<file path="config.mk">
export PLATFORM = sky130hd
export DESIGN_NAME = i2c_slv_regctl
export DESIGN_NICKNAME = d
export VERILOG_FILES = /design/src/rtl/i2c_slv_regctl.sv
export SDC_FILE = /design/constraint.sdc
export NUM_CORES = 1
export LEC_CHECK = 0
export BUFFER_PORTS_ARGS = -buffer_cell sky130_fd_sc_hd__buf_2
export CORE_MARGIN = 2
export CORE_UTILIZATION = 47
export CTS_CLUSTER_DIAMETER = 60
export DETAILED_ROUTE_END_ITERATION = 10
export HOLD_SLACK_MARGIN = 0.03
export MAX_ROUTING_LAYER = met4
export PLACE_DENSITY = 0.76
export SKIP_LAST_GASP = 1
export SLEW_MARGIN = 5
export SYNTH_ARGS = -nofsm -noshare
export SYNTH_HDL_FRONTEND = slang
export SYNTH_SLANG_ARGS = --single-unit
</file>
<file path="constraint.sdc">
create_clock -name clk -period 1.7 [get_ports clk]
set_input_delay 0.255 -clock clk [delete_from_list [all_inputs] [get_ports clk]]
set_output_delay 0.255 -clock clk [all_outputs]
set_load 0.03 [all_outputs]
</file>
<file path="src/rtl/i2c_slv_regctl.sv">
// i2c_slv_regctl: pointer-then-data register sequencer sitting between the
// I2C slave engine and a req/ack register port. Flow control toward the
// slave (rx_full / tx_empty) makes the slave stretch SCL while an access
// is outstanding.
module i2c_slv_regctl #(
    parameter int AW = 8
) (
    input  logic          clk,
    input  logic          rstn,
    // slave engine side
    input  logic          slv_aas,
    input  logic          slv_srw,
    input  logic          slv_nas,
    input  logic          slv_rx_wr,
    input  logic [7:0]    slv_rx_dat,
    input  logic          slv_tx_rd,
    input  logic          slv_tx_done,
    output logic          rx_full,
    output logic          tx_empty,
    output logic [7:0]    tx_dat,
    // register port
    output logic          reg_req,
    output logic          reg_we,
    output logic [AW-1:0] reg_addr,
    output logic [7:0]    reg_wdata,
    input  logic          reg_ack,
    input  logic [7:0]    reg_rdata,
    // status
    output logic [AW-1:0] ptr,
    output logic          err_ovr,
    input  logic          err_clr
);

    typedef enum logic [2:0] {
        IDLE, W_PTR, W_DATA, W_BUSY, R_FETCH, R_FULL, R_END
    } state_t;

    state_t        state;
    logic          nas_d;
    logic          stop_pend;   // STOP/Sr seen while an access was in flight
    logic          nas_rise;
    logic [AW-1:0] rx_ptr;
    logic [AW-1:0] ptr_inc;

    assign nas_rise = slv_nas & ~nas_d;
    assign rx_ptr   = AW'(slv_rx_dat);
    assign ptr_inc  = ptr + AW'(1);

    // Delay flop for slv_nas edge detection
    always_ff @(posedge clk or negedge rstn) begin
        if (!rstn) nas_d <= 1'b0;
        else       nas_d <= slv_nas;
    end

    // Sticky overrun flag: a byte arriving while a write is still pending
    // is dropped; setting wins over a simultaneous clear.
    always_ff @(posedge clk or negedge rstn) begin
        if (!rstn)                                err_ovr <= 1'b0;
        else if (state == W_BUSY && slv_rx_wr)    err_ovr <= 1'b1;
        else if (err_clr)                         err_ovr <= 1'b0;
    end

    // Main sequencer; every output is registered here
    always_ff @(posedge clk or negedge rstn) begin
        if (!rstn) begin
            state     <= IDLE;
            stop_pend <= 1'b0;
            ptr       <= '0;
            reg_req   <= 1'b0;
            reg_we    <= 1'b0;
            reg_addr  <= '0;
            reg_wdata <= '0;
            rx_full   <= 1'b0;
            tx_empty  <= 1'b1;
            tx_dat    <= '0;
        end else begin
            case (state)
                IDLE: begin
                    stop_pend <= 1'b0;
                    if (slv_aas && !nas_rise) begin
                        if (slv_srw) begin
                            state    <= R_FETCH;
                            reg_req  <= 1'b1;
                            reg_we   <= 1'b0;
                            reg_addr <= ptr;
                        end else begin
                            state <= W_PTR;
                        end
                    end
                end

                W_PTR: begin
                    // First written byte only loads the pointer
                    if (slv_rx_wr) begin
                        ptr   <= rx_ptr;
                        state <= nas_rise ? IDLE : W_DATA;
                    end else if (nas_rise) begin
                        state    <= IDLE;
                        tx_empty <= 1'b1;
                    end
                end

                W_DATA: begin
                    if (slv_rx_wr) begin
                        reg_wdata <= slv_rx_dat;
                        reg_req   <= 1'b1;
                        reg_we    <= 1'b1;
                        reg_addr  <= ptr;
                        rx_full   <= 1'b1;
                        stop_pend <= nas_rise;
                        state     <= W_BUSY;
                    end else if (nas_rise) begin
                        state    <= IDLE;
                        tx_empty <= 1'b1;
                    end
                end

                W_BUSY: begin
                    // A write handshake is never aborted; STOP is deferred
                    if (nas_rise) stop_pend <= 1'b1;
                    if (reg_ack) begin
                        reg_req <= 1'b0;
                        rx_full <= 1'b0;
                        ptr     <= ptr_inc;
                        if (stop_pend || nas_rise) begin
                            state     <= IDLE;
                            stop_pend <= 1'b0;
                            tx_empty  <= 1'b1;
                        end else begin
                            state <= W_DATA;
                        end
                    end
                end

                R_FETCH: begin
                    if (nas_rise) stop_pend <= 1'b1;
                    if (reg_ack) begin
                        reg_req <= 1'b0;
                        if (stop_pend || nas_rise) begin
                            // Fetch completed after STOP: discard the byte
                            state     <= IDLE;
                            stop_pend <= 1'b0;
                            tx_empty  <= 1'b1;
                        end else begin
                            tx_dat   <= reg_rdata;
                            tx_empty <= 1'b0;
                            state    <= R_FULL;
                        end
                    end
                end

                R_FULL: begin
                    if (nas_rise) begin
                        state    <= IDLE;
                        tx_empty <= 1'b1;
                    end else if (slv_tx_rd) begin
                        // Byte consumed: advance and prefetch the next one
                        tx_empty <= 1'b1;
                        ptr      <= ptr_inc;
                        reg_req  <= 1'b1;
                        reg_we   <= 1'b0;
                        reg_addr <= ptr_inc;
                        state    <= R_FETCH;
                    end else if (slv_tx_done) begin
                        state <= R_END;
                    end
                end

                R_END: begin
                    if (nas_rise) begin
                        state    <= IDLE;
                        tx_empty <= 1'b1;
                    end
                end

                default: state <= IDLE;
            endcase
        end
    end

endmodule

</file>
==> run metrics, run 1 <==
status completed; count leader, synth dfrtp_1; Die Area 5460 um^2; gr usage total 0.227; complex-gate fraction of the synthesized area 0.205; worst-path maximum fanout 5; critical path class register to register; Critical Path Sink Type register; WP data required 1.91 ns; fin nets 348; CP Cell Sequence nand2b_4 > buf_4 > and3_1 > o21a_2 > buf_2 > buf_4 > a22oi_1; post-synthesis mux area share 0.101; hold depth 1; final hold vios 0; Post-synth EDFFs 0; Synth Area in Simple Gates 0.144; unrepaired setup endpoints after global routing true; share of the synthesized area in the top cell type 0.447; Post-Synth Adder-Cell Area 0.00981; Worst Clk Skew 0.00439 ns; Hold Path Class primary input to register; CTS tree built; Post-synth ARST share 1.00; final setup fails 0; share of layout cells above drive strength 1 0.416; WL per Instance 14.6 um; crit path launch type register; count of cell types in the netlist 47; vias per cell 5.39; Antenna Nets Post-Route 0; hold_ws 0.133 ns; wirelength, routed 5700 um; Design Area, Final 3030 um^2; post-synthesis register bit count 42; peak supply drop 0.00119 V; first-pass GRT wire length 9140 um; GR Overflow Total 0; XOR/XNOR Fraction of Synth Area 0.0305; warnings from Yosys 0; Seq pwr share 0.290; drt drc 0; Post-Syn Nets 258; largest family of logic cells by synthesized area compound AO/OA/AOI/OAI gates; Crit-path slowest cell dfrtp_1; Worst path max stage delay 0.39 ns; ranking of synthesized cells by area dfrtp_1 45%, mux2_2 8.3%, a21oi_1 3.5%; total of max-cap violations 0; switching pwr 2.75 mW; GPL Wtd Cong 0.921; hpwl dp 4260 um; total CTS buffers 5; switch share 0.452; Initial Utilization 0.486; Buf+Inv Stages, Crit Path 3; Internal 3.33 mW; Worst EP arrival 1.86 ns; # port buffers 62; worst-margin pin slew 0.456 ns; power density cells 2010 nW/um^2; largest net degree at the start of global routing 25; clock slew at reported path FFs 0.08 ns; cell area after synthesis 2300 um^2; fin crit share 0.967; CTS root buf clkbuf_8; Comb pwr share 0.584; Slew Limit Fails 0; r2r worst-path depth 7; most frequent CP cell buf_4; Max Fclk 608 MHz; H-tree Lvls 2; worst-case clock buffer depth 2; placed inst area 2850 um^2; vias in the first global route 1930; most frequent cells after synthesis 41 x dfrtp_1, 21 x nor2_1, 17 x mux2_2; # rows 25; post-synthesis sequential area ratio 0.458; Final WS setup 0.0565 ns; Die Y 73.9 um; Top delay family on crit path buffers and inverters; Antenna diodes 0; Avg Inst Size Synth 9.94 um^2; Die W 73.9 um; Post-Syn Instances 231; clock sinks 42; Tmin final 1.64 ns; post-layout util 0.641; TritonRoute pass-1 iters 4; cell taking the most area after synthesis dfrtp_1; relative slew slack 0.696; Iter 0 DRT Violations 134; I/O pin total 63; leakage 1.36 nW; Crit. path cell count 7; main flop type after synthesis dfrtp_1; dpl ws 0.0103 ns; initial antenna violation count 0; Core Region 4720 um^2; clk_lat worst skew 0.29 ns; Vias 2098; clock network power share 0.126; layout overhead on the synthesized area 31.8%
## power by group through the flow
stage               Combinational (mW)  Sequential [mW]  Clock (mW)
floorplan                         1.57             2.55           0
global placement                  3.42             1.76           0
detailed placement                3.46             1.78           0
CTS                               3.48             1.76       0.791
global route                      3.84             1.83       0.828
finish                            3.55             1.76       0.768
## sequential cells by signal, indices dropped and copies added, names as in the netlist
name / cells
reg_we: 1
stop_pend: 1
reg_req: 1
state: 3
ptr: 8
err_ovr: 1
tx_dat: 8
rx_full: 1
nas_d: 1
reg_addr: 8
tx_empty: 1
reg_wdata: 8
## worst paths after layout
path | from | end | slack [ns]
max | nas_d | ptr[4] | 0.06
min | slv_nas | nas_d | 0.13
max reg2reg | nas_d | ptr[4] | 0.06
min reg2reg | tx_dat[7] | tx_dat[7] | 0.50
max in group asynchronous | rstn | tx_empty | 0.70
min in group asynchronous | rstn | nas_d | 0.44
## stage by stage
stage / std cells / setup TNS (ns) / power (mW)
2_1_floorplan: 231 / 0 / 4.12
3_3_place_gp: 376 / 0 / 5.18
3_5_place_dp: 376 / 0 / 5.24
4_1_cts: 385 / 0 / 6.03
5_1_grt: 389 / -0.142 / 6.49
6_report: 389 / 0 / 6.08
## cells by family after synthesis
logic type | after synthesis
muxes | 21
adders and majority gates | 2
xor gates and xnor gates | 8
buffers and inverters | 22
AOI/OAI and AO/OA | 68
and+or+nand+nor | 68
DFF | 42
## metal layers
metal | share of wire | global-route usage
met1 | 0.47 | 0.310
met2 | 0.47 | 0.330
met3 | 0.044 | 0.0425
met4 | 0.016 | 0.0970
met5 | 0 | -
## cell type report
class | count | area (um^2)
Sequential cell | 42 | 1050
Multi-Input combinational cell | 167 | 1160
Clock buffer | 7 | 76.3
Fill cell | 397 | 1700
Timing Repair Buffer | 97 | 598
Inverter | 8 | 30.0
Tap cell | 67 | 83.8
Clock inverter | 1 | 30.0
## repair_timing
action / in CTS / in global routing
setup buffers: 0 / 4
pin swaps: 1 / 1
endpoints found under the hold margin: 18 / 0
hold buffers: 1 / 0
resized for setup: 0 / 10
endpoints found under the setup margin: 1 / 25
## layout by cell type, fill, tap and decap left out, types with 5 or more instances in the layout
cell type	n
buf_2	63
dfrtp_1	41
buf_4	31
nor2_1	21
mux2_2	17
a21oi_1	16
o21ai_0	15
nand2_1	12
inv_1	8
o22ai_1	6
nand3_1	6
nor3_1	5
clkbuf_8	5
Power figures use the tool's default switching activity.
==> run 2: changes to the inputs <==
==> constraint.sdc (replaced) <==
create_clock -name clk -period 1.7 [get_ports clk]
set_input_delay 0.17 -clock clk [delete_from_list [all_inputs] [get_ports clk]]
set_output_delay 0.17 -clock clk [all_outputs]
set_load 0.03 [all_outputs]
==> run metrics, run 2 (synthesis gave the netlist of run 1 again) <==
hpwl dp 4340 um (+1.8%); post-layout util 0.645 (+0.00424); CTS tree built; Max Fclk 605 MHz (-0.49%); Die Y 73.9 um (unchanged); GPL Wtd Cong 0.874 (-5.1%); hold_ws 0.0677 ns (-0.0654 ns); Post-CTS Repair Setup Buffers 0 (unchanged); total of max-cap violations 0 (unchanged); GR Overflow Total 0 (unchanged); Hold Path Class primary input to register; area of the multi-input gates 1160 um^2 (+0.76%); Slew Limit Fails 0 (unchanged); worst-case clock buffer depth 2 (unchanged); Die Area 5460 um^2 (unchanged); switch share 0.446 (-0.00542); worst-path maximum fanout 16 (+11); unrepaired setup endpoints after global routing true; first-pass GRT wire length 9430 um (+3.2%); CTS root buf clkbuf_8; TritonRoute pass-1 iters 4 (unchanged); WP data required 1.89 ns (-0.02 ns); Antenna Nets Post-Route 0 (unchanged); Comb pwr share 0.564 (-0.020); Seq pwr share 0.284 (-0.006); H-tree Lvls 2 (unchanged); Internal 3.48 mW (+4.4%); total CTS buffers 5 (unchanged); largest net degree at the start of global routing 24 (-4.0%); clock network power share 0.152 (+0.026); clk_lat worst skew 0.30 ns (about the same); relative slew slack 0.653 (-0.0429); fin nets 345 (-0.86%); Tmin final 1.65 ns (+0.00807 ns); share of layout cells above drive strength 1 0.414 (-0.00236); Final Power 6.29 mW (+3.4%); WL per Instance 15.4 um (+5.2%); wirelength, routed 5950 um (+4.4%); Core Region 4720 um^2 (unchanged); Iter 0 DRT Violations 166 (+24%); initial antenna violation count 0 (unchanged); final setup fails 0 (unchanged); final hold vios 0 (unchanged); peak supply drop 0.000814 V (-32%); r2r setup slk 0.05 ns (about the same); Critical Path Sink Type register; power density cells 2060 nW/um^2 (+2.7%); # rows 25 (unchanged); crit path launch type register; Initial Utilization 0.486 (unchanged); fin crit share 0.972 (+0.00475); leakage 1.36 nW (-0.28%); most frequent cells in the layout 62 x buf_2, 40 x dfrtp_1, 26 x buf_4; setup tns final 0 ns (unchanged); Worst EP arrival 1.84 ns (-0.02 ns); vias in the first global route 1938 (+0.41%); switching pwr 2.80 mW (+2.2%); I/O pin total 63 (unchanged); # fillers 378 (-4.8%); layout overhead on the synthesized area 32.7%; vias per cell 5.48 (+1.7%); clock sinks 42 (unchanged); worst-margin pin slew 0.521 ns (+0.0644 ns); clock slew at reported path FFs 0.08 ns (about the same); Worst Clk Skew 0.00576 ns (+0.00137 ns); critical path class register to register; Vias 2117 (+0.91%); commonest non-fill, non-tap cell in the layout buf_2; register area 1050 um^2 (+0.12%); status completed; gr usage total 0.233 (+0.00539); # port buffers 62 (unchanged); Die W 73.9 um (unchanged); Antenna diodes 0 (unchanged); drt drc 0 (unchanged)
==> run 2: final timing paths <==
path | start | end | depth (start not counted)
setup reg to reg | state[2] | reg_addr[2] | 8
min in group asynchronous | rstn | state[1] | 2
max in group asynchronous | rstn | ptr[7] | 3
hold / removal | err_clr | err_ovr | 2
setup / recovery | state[2] | reg_addr[2] | 8
hold reg to reg | reg_wdata[7] | reg_wdata[7] | 1
==> run 2: through the flow <==
| step | worst slack [ns] | area [um^2] | cells |
|---|---|---|---|
| after floorplan | 0.0524 | 2300 | 231 |
| after global placement | 0.0344 | 2850 | 375 |
| after detailed placement | 0.00828 | 2850 | 375 |
| after CTS | 0.0161 | 3000 | 385 |
| after global routing | -0.0364 | 3050 | 386 |
| final | 0.0484 | 3050 | 386 |
==> run 2: what timing repair did <==
action	CTS	global route
endpoints found under the hold margin	21	0
setup endpoints to repair	8	33
gates resized for setup	0	12
pin swaps	1	2
gates cloned	0	1
hold buffers	2	0
==> run 2: worst max-delay path: stages (launching register included) <==
cell and delay (ns):
dfrtp_1 0.41, buf_12 0.16, buf_4 0.14, a2111oi_4 0.28
buf_4 0.19, a211oi_4 0.04, buf_12 0.15, nor2_1 0.12
a21oi_2 0.05
==> run 2: power by group through the flow <==
stage               combinational, mW  sequential [mW]  clock [mW]
floorplan                        1.57             2.55           0
global placement                 3.39             1.78           0
detailed placement               3.45             1.80           0
CTS                              3.48             1.78       0.970
global route                     3.82             1.84        1.01
finish                           3.55             1.78       0.956
==> run 2: layout make-up <==
class / instances / area share
multi-input combinational: 168 / 0.382
tap: 67 / 0.0275
sequential: 42 / 0.346
inverter: 8 / 0.00986
clock buffer: 5 / 0.0226
clock inverter: 3 / 0.0226
timing repair buffer: 93 / 0.189
==> run 2: layer usage <==
| layer | vias up | global-route usage | wire length [um] |
|---|---|---|---|
| met5 | - | - | 0 |
| met1 | 1011 | 0.327 | 2690 |
| met3 | 5 | 0.0398 | 333 |
| met4 | 0 | 0.0848 | 69 |
| met2 | 89 | 0.337 | 2860 |
| li1 | 1012 | - | - |
==> run 3: changes to the inputs <==
Settings changed: CORE_ASPECT_RATIO from default to 0.5, CORE_UTILIZATION 47 to 40, PLACE_DENSITY 0.76 to 0.66.
==> run metrics, run 3 (synthesis gave the netlist of run 1 again) <==
I/O pin total 63 (unchanged); Die Area 6400 um^2 (+17%); Die Y 57.6 um (-22%); r2r setup slk 0.06 ns (about the same); reg2reg start state[0]; first-pass GRT wire length 10000 um (+6.3%); # fillers 509 (+35%); Slew Limit Fails 0 (unchanged); layout overhead on the synthesized area 35.9%; commonest non-fill, non-tap cell in the layout buf_2; Critical Path Sink Type register; Worst EP arrival 1.81 ns (-0.03 ns); hold_ws 0.0756 ns (+0.00783 ns); gr usage total 0.205 (-0.0274); status completed; TritonRoute pass-1 iters 4 (unchanged); H-tree Lvls 2 (unchanged); Buf+Inv Stages, Crit Path 2 (-2); worst setup path endpoint reg_wdata[1]; Worst path max stage delay 0.48 ns (+0.07 ns); crit path launch type register; Core Region 5520 um^2 (+17%); register area 1050 um^2 (+0.12%); peak supply drop 0.000976 V (+20%); largest net degree at the start of global routing 26 (+8.3%); CTS root buf clkbuf_16; worst-margin pin slew 0.412 ns (-0.109 ns); clock slew at reported path FFs 0.06 ns (-0.02 ns); Crit-path slowest cell dfrtp_2; relative slew slack 0.725 (+0.0723); worst-path maximum fanout 8 (-8); worst-case clock buffer depth 2 (unchanged); Initial Utilization 0.416 (-0.0698); wirelength, routed 6140 um (+3.2%); leakage 1.38 nW (+1.6%); Crit. path cell count 5 (-3); initial antenna violation count 0 (unchanged); WP data required 1.87 ns (-0.02 ns); clock sinks 42 (unchanged); unrepaired setup endpoints after global routing true; hpwl dp 4590 um (+5.7%); RR Endpoint reg_wdata[1]; critical path class register to register; vias per cell 5.35 (-2.5%); Vias 2107 (-0.47%); Iter 0 DRT Violations 170 (+2.4%); total of max-cap violations 0 (unchanged); most frequent cells in the layout 62 x buf_2, 39 x dfrtp_1, 26 x buf_4; dpl ws -0.0633 ns (-0.0716 ns); GR Overflow Total 0 (unchanged); placed inst area 2880 um^2 (+1.1%); Antenna Nets Post-Route 0 (unchanged); GPL Wtd Cong 0.882 (+0.94%); CP startpoint state[0]; Antenna diodes 0 (unchanged); clk_lat worst skew 0.29 ns (about the same); Final WS setup 0.0589 ns (+0.0105 ns); fin crit share 0.965 (-0.00620); CTS tree built; Worst Clk Skew 0.00487 ns (-0.000897 ns); area of the multi-input gates 1160 um^2 (unchanged); drt drc 0 (unchanged); fin nets 347 (+0.58%); Top delay family on crit path flip-flops; WL per Instance 15.6 um (+1.1%); Max Fclk 609 MHz (+0.64%); CP Cell Sequence buf_4 > nand2b_1 > nor2_4 > buf_12 > mux2_2; total CTS buffers 5 (unchanged); final hold vios 0 (unchanged); share of layout cells above drive strength 1 0.427 (+0.0130); final setup fails 0 (unchanged); r2r worst-path depth 5 (-3); # port buffers 62 (unchanged); power density cells 2050 nW/um^2 (-0.81%); Tmin final 1.64 ns (-0.0105 ns); Hold Path Class primary input to register; vias in the first global route 2081 (+7.4%); # rows 19 (-24%); Design Area, Final 3120 um^2 (+2.4%); Die W 111 um (+50%)
==> run 3: area by class of cell <==
cell class / instances / area share
clock inverters: 3 / 0.00802
inverters: 8 / 0.00963
repair buffers: 96 / 0.201
well taps: 73 / 0.0293
flip-flops and latches: 42 / 0.338
multi-input cells: 167 / 0.373
clock buffers: 5 / 0.0401
==> run 3: per-stage QoR <==
stage          TNS, ns  utilization  power, mW  std cells
2_1_floorplan        0            -       4.12        231
3_3_place_gp         0        0.522       5.18        381
6_report             0        0.566       6.38        394
5_1_grt         -0.102        0.566       6.81        394
4_1_cts              0        0.553       6.27        391
3_5_place_dp    -0.149        0.522       5.28        381
==> run 3: power by group <==
group / internal (mW) / switching (mW) / leakage [nW] / total [mW]
clock network: 0.552 / 0.420 / 0.0704 / 0.972
registers: 1.45 / 0.359 / 0.490 / 1.81
logic: 1.49 / 2.11 / 0.821 / 3.60
==> run 3: how the worst min path moves through the flow <==
stage            start      endpoint  slack, ns  cells past startpoint
6_report       err_clr       err_ovr       0.08                      2
5_1_grt        err_clr       err_ovr       0.08                      2
4_1_cts        err_clr       err_ovr       0.07                      2
3_5_place_dp      rstn  reg_wdata[0]       0.12                      1
3_3_place_gp      rstn  reg_wdata[0]       0.11                      1
2_1_floorplan     rstn       err_ovr      -0.13                      0
==> run 3: routing by layer <==
| layer | vias to the layer above | track usage | routed length [um] |
|---|---|---|---|
| met5 | - | - | 0 |
| met4 | 0 | 0.0547 | 40 |
| met3 | 6 | 0.0393 | 327 |
| met2 | 58 | 0.327 | 3020 |
| met1 | 1037 | 0.274 | 2760 |
| li1 | 1006 | - | - |
==> run 3: timing repair <==
| action | 4_1_cts | 5_1_grt |
|---|---|---|
| pin swaps | 1 | 1 |
| buffers inserted | 0 | 3 |
| endpoints found under the hold margin | 15 | 0 |
| gates resized for setup | 2 | 12 |
| hold buffers | 2 | 0 |
| endpoints found under the setup margin | 15 | 28 |
